--- src/rtl/dff_pipe.sv ---
// Elastic register pipeline: DEPTH stages of WIDTH-bit words with valid/ready on both sides,
// bubble collapsing, synchronous flush and a registered occupancy count.
module dff_pipe #(
  parameter int unsigned      WIDTH     = 8,
  parameter int unsigned      DEPTH     = 3,
  parameter logic [WIDTH-1:0] RESET_VAL = '0
) (
  input  logic                           clk,
  input  logic                           rst,
  input  logic                           flush,
  input  logic                           in_valid,
  output logic                           in_ready,
  input  logic [WIDTH-1:0]               in_data,
  output logic                           out_valid,
  input  logic                           out_ready,
  output logic [WIDTH-1:0]               out_data,
  output logic [$clog2(DEPTH+1)-1:0]     count
);

  localparam int unsigned CntW = $clog2(DEPTH + 1);

  logic [DEPTH-1:0] v_q, v_d;
  logic [WIDTH-1:0] d_q [DEPTH];
  logic [WIDTH-1:0] d_d [DEPTH];
  logic [CntW-1:0]  count_q, count_d;
  logic [DEPTH-1:0] adv;
  logic             clear;

  assign clear = rst | flush;

  // Ready ripples from the output back to the input; a scalar carry avoids a self-looped vector.
  always_comb begin
    logic carry;
    carry = out_ready;
    adv   = '0;
    for (int i = int'(DEPTH) - 1; i >= 0; i--) begin
      carry  = !v_q[i] || carry;
      adv[i] = carry;
    end
  end

  // Data registers only load on an incoming valid word so out_data stays put across bubbles.
  always_comb begin
    v_d = v_q;
    d_d = d_q;
    if (adv[0]) begin
      v_d[0] = in_valid;
      if (in_valid) begin
        d_d[0] = in_data;
      end
    end
    for (int i = 1; i < int'(DEPTH); i++) begin
      if (adv[i]) begin
        v_d[i] = v_q[i-1];
        if (v_q[i-1]) begin
          d_d[i] = d_q[i-1];
        end
      end
    end
  end

  always_comb begin
    count_d = '0;
    for (int i = 0; i < int'(DEPTH); i++) begin
      count_d = count_d + CntW'(v_d[i]);
    end
  end

  always_ff @(posedge clk) begin
    if (clear) begin
      v_q     <= '0;
      count_q <= '0;
      for (int i = 0; i < int'(DEPTH); i++) begin
        d_q[i] <= RESET_VAL;
      end
    end else begin
      v_q     <= v_d;
      count_q <= count_d;
      for (int i = 0; i < int'(DEPTH); i++) begin
        d_q[i] <= d_d[i];
      end
    end
  end

  assign in_ready  = adv[0] && !clear;
  assign out_valid = v_q[DEPTH-1];
  assign out_data  = d_q[DEPTH-1];
  assign count     = count_q;

endmodule

--- config.mk ---
export PLATFORM = sky130hd
export DESIGN_NAME = dff_pipe
export DESIGN_NICKNAME = d
export VERILOG_FILES = /design/src/rtl/dff_pipe.sv
export SDC_FILE = /design/constraint.sdc
export NUM_CORES = 1
export LEC_CHECK = 0
export CAP_MARGIN = 0
export CELL_PAD_IN_SITES_DETAIL_PLACEMENT = 0
export CELL_PAD_IN_SITES_GLOBAL_PLACEMENT = 1
export CORE_UTILIZATION = 35
export CTS_BUF_LIST = sky130_fd_sc_hd__clkbuf_8
export CTS_CLUSTER_SIZE = 25
export DETAILED_ROUTE_END_ITERATION = 8
export MAX_ROUTING_LAYER = met4
export PLACE_DENSITY = 0.8
export SETUP_SLACK_MARGIN = 0.3
export SKIP_CTS_REPAIR_TIMING = 1
export SYNTH_ARGS = -nofsm -noshare
export SYNTH_HDL_FRONTEND = slang
export SYNTH_SLANG_ARGS = --single-unit
--- constraint.sdc ---
create_clock -name clk -period 1.5 [get_ports clk]
set_input_delay 0.3 -clock clk [delete_from_list [all_inputs] [get_ports clk]]
set_output_delay 0.3 -clock clk [all_outputs]
set_load 0.1 [all_outputs]
; Word level (Yosys, flattened, before mapping)
; Cells that the tools add are included.
[word_totals]
ff_bits = 29
latchBits = 0
out_inout_bits = 12
ram_bits = 0
elab_cells = 22
memories = 0
romBits = 0
[op_classes]
reduce_logical = 11
shifts = 0
order_cmp = 0
n_eq_ne = 0
add_sub_neg = 2
n_bitwise = 1
div_mod_pow = 0
n_mux = 3
mul = 0
[ops]
columns = operator, count
row1 = $reduce_and 2->1, 3
row2 = $logic_not 1->1, 4
row3 = $logic_or 1x1->1, 3
row4 = $mux 1, 3
row5 = $add 1x1->2, 1
row6 = $add 2x1->2, 1
row7 = $logic_and 1x1->1, 1
row8 = $or 1x1->1, 1

; Logic depth before layout (Yosys ltp)
[depth]
word_depth = 7
ltp_mapped = 5
ltp_nobuf = 4

; Least setup slack after synthesis
; Ideal clock, no wire load.
[synth_timing]
path_type = reg2out
startpoint = register v_q[2]
endpoint = output in_ready
slack_ns = -1.542
t_arrival_ns = 2.742
t_required_ns = 1.200
path_stages_with_launch = 4
path_cell_list = dfxtp_1 > and2b_1 > buf_2 > a31oi_1
[synth_via]
elab_chain_cells = 5
[synth_rtl]
columns = item, line_no
row1 = "start, declared", 22  ; logic [DEPTH-1:0] v_q, v_d;
row2 = "start signal, assigned", 77  ; v_q <= v_d;
row3 = $logic_not 1->1, 37  ; carry = !v_q[i] || carry;
row4 = $logic_or 1x1->1 (3 in a row), 37
row5 = $logic_and 1x1->1, 85  ; assign in_ready = adv[0] && !clear;
row6 = "end, declared", 12  ; output logic in_ready,
; Every way passes these cells.

; Worst setup path in the final report
; Ends and elaborated chain as after synthesis.

==> results.md <==
- Critical path class: reg2out
- Clock Skew: 0.00307 ns
- Clock sink total: 29
- Residual DRC: 0
- Top_reg_cell synth: dfxtp_1
- Die height: 59.8 um
- Via count: 935
- Startpoint Class: register
- Compound-gate portion of the synthesized area: 11.5%
- Hpwl dp: 1.54 mm
- Die area: 3580 sq um
- Max-cap violations: 0
- Clock buffer count from CTS: 5
- Syn Area/Cell: 9.29 sq um
- CP Capture Type: output port
- CTS root buffer: clkbuf_8
- Min Hold Slack: 0.367 ns
- Drt via density: 4.56
- Post-synth ARST share: 0%
- Critical Path Fanout Max: 5
- Status: finished with violations
- Worst slew pin tran: 0.251 ns
- Final Critical Period: 1.61 ns
- # setup viols final: 2
- Chip width: 59.8 um
- Clock transition at path regs: 0.06 ns
- Core footprint: 3100 sq um
- Vias in the first global route: 812
- Row cnt: 20
- Layout Nets: 174
- PwrDens: 878 nW/um^2
- Synth cell types: 19
- Power Total: 1650 uW
- CTS tree: done
- Routed WL: 2.30 mm
- Drt wl/cell: 11.2 um
- Final WS setup: -0.110 ns
- Peak Freq: 621 MHz
- Lkg Pwr: 0.000779 uW
- Syn_nets: 140
- Multiplexer area fraction after synthesis: 13.7%
- Post-Synthesis Cell Area: 1170 sq um
- Initial antenna violation count: 0
- Area share of and/or/nand/nor cells after synthesis: 15.1%
- Starting density of the core: 37.7%
- Xor/xnor share of the synthesized area: 0%
- IO Port Bufs: 24
- Most frequent cells in the layout: nand2_1 (24), dfxtp_1 (24), mux2i_1 (16)
- Layout cell share with drive strength beyond 1: 33.5%
- Worst VDD drop: 0.000589 V
- Post-route ant nets: 0
- Max-slew violation count: 0
- Setup TNS: -0.153 ns
- Global route overflow: 0
- Synth Instances: 126
- First-pass GRT wire length: 3.69 mm
- Diodes inserted: 0
- Unrepaired setup endpoints after global routing: yes
- Main combinational cell family by area after synthesis: simple AND/OR/NAND/NOR gates
- DR pass1 iterations: 4
- Finished Core Util: 60.6%
- Synth Warn #: 0
- Failing checks: setup timing
- Number of synthesized flops with an enable pin: 0
- Tot GR Track Use: 14.9%
- Synth Register Bits: 29
- Slew HR: 83.2%
- Worst path required time: 1.20 ns
- Hold Fails Final Rpt: 0
- Crit share post-route: 107%
- Placed Area: 1620 sq um
- Hold/Removal Path Class: in2reg
- I/O pin count: 25
- CTS Buffer Depth: 2
- WP data arrival: 1.31 ns
- Seq/Total Area, Yosys: 49.6%
- H-tree level count: 2
- 1st-iter DRT viols: 20
- Synthesis-to-finish area growth: 60.5%
- Placer congestion estimate: 0.719
- Worst skew pair latency: 0.28 ns
- Adder-cell area share of the yosys netlist: 1.71%
- Finished Cell Area: 1880 sq um
- Largest net degree at the start of global routing: 25
[final cells by class]
class	count	area, sq um
repair buffers	42	569
clock buffers	7	96.3
well taps	44	55.1
flip-flops and latches	29	592
fillers	265	1220
clock inverters	1	5.00
multi-input cells	80	549
inverters	2	12.5
[cell usage after synthesis (all sizes together) (2+ instances only)]
master	instances	area share [%]
clkbuf	3	0.96
nor2	7	2.2
buf	12	6.8
a21oi	9	3.8
inv	2	0.64
o21ai	9	4.8
a31oi	3	2.9
dfxtp	29	50
nand2	24	7.7
nand3	8	3.4
mux2i	16	14
[stage by stage]
step                      setup slack (ns)  std cells
after CTS                           -0.340        196
after global placement              -0.371        188
after detailed placement            -0.428        188
after floorplan                     -0.218        126
final                               -0.110        205
after global routing                -0.150        205
[metal layers]
metal / vias to the layer above / wire, um / global-route usage, %
met5: - / 0 / -
met4: 0 / 53 / 7.97
met3: 6 / 130 / 6.49
met2: 24 / 983 / 20.8
met1: 420 / 1130 / 17.9
li1: 485 / - / -
[where the power goes]
part	internal [uW]	total, uW	switching (uW)	leakage (uW)
Combinational	84.2	164	79.8	0.000487
Sequential	779	786	6.77	0.000238
Clock	413	699	286	0.0000542
[cell families (layout without fill, tap and decap cells)]
group,count (synthesis),in the layout
muxes,16,16
AOI/OAI and AO/OA,21,21
adders and majority gates,1,1
buffers and inverters,17,52
and+or+nand+nor,42,42
DFF,29,29
[worst paths after layout]
path	cells past startpoint	startpoint	end	slack, ns
worst max register to register	6	v_q[2]$_SDFF_PP0_	count[0]$_SDFF_PP0_	-0.04
worst min-delay path	3	in_valid	v_q[0]$_SDFF_PP0_	0.37
worst min register to register	2	d_q[11]$_SDFFE_PP0P_	d_q[11]$_SDFFE_PP0P_	0.46
worst max-delay path	4	v_q[2]$_SDFF_PP0_	in_ready	-0.11
[registers in the layout, indices dropped and copies added (netlist names)]
register and cells:
d_q 16, v_q 3, out_data 8, count 2
[worst max-delay path: stages (launching register included)]
cell,delay (ns)
dfxtp_4,0.34
and2b_4,0.17
buf_6,0.13
a31oi_4,0.19
buf_12,0.19
Note: power is estimated with default switching activity, not from simulation.
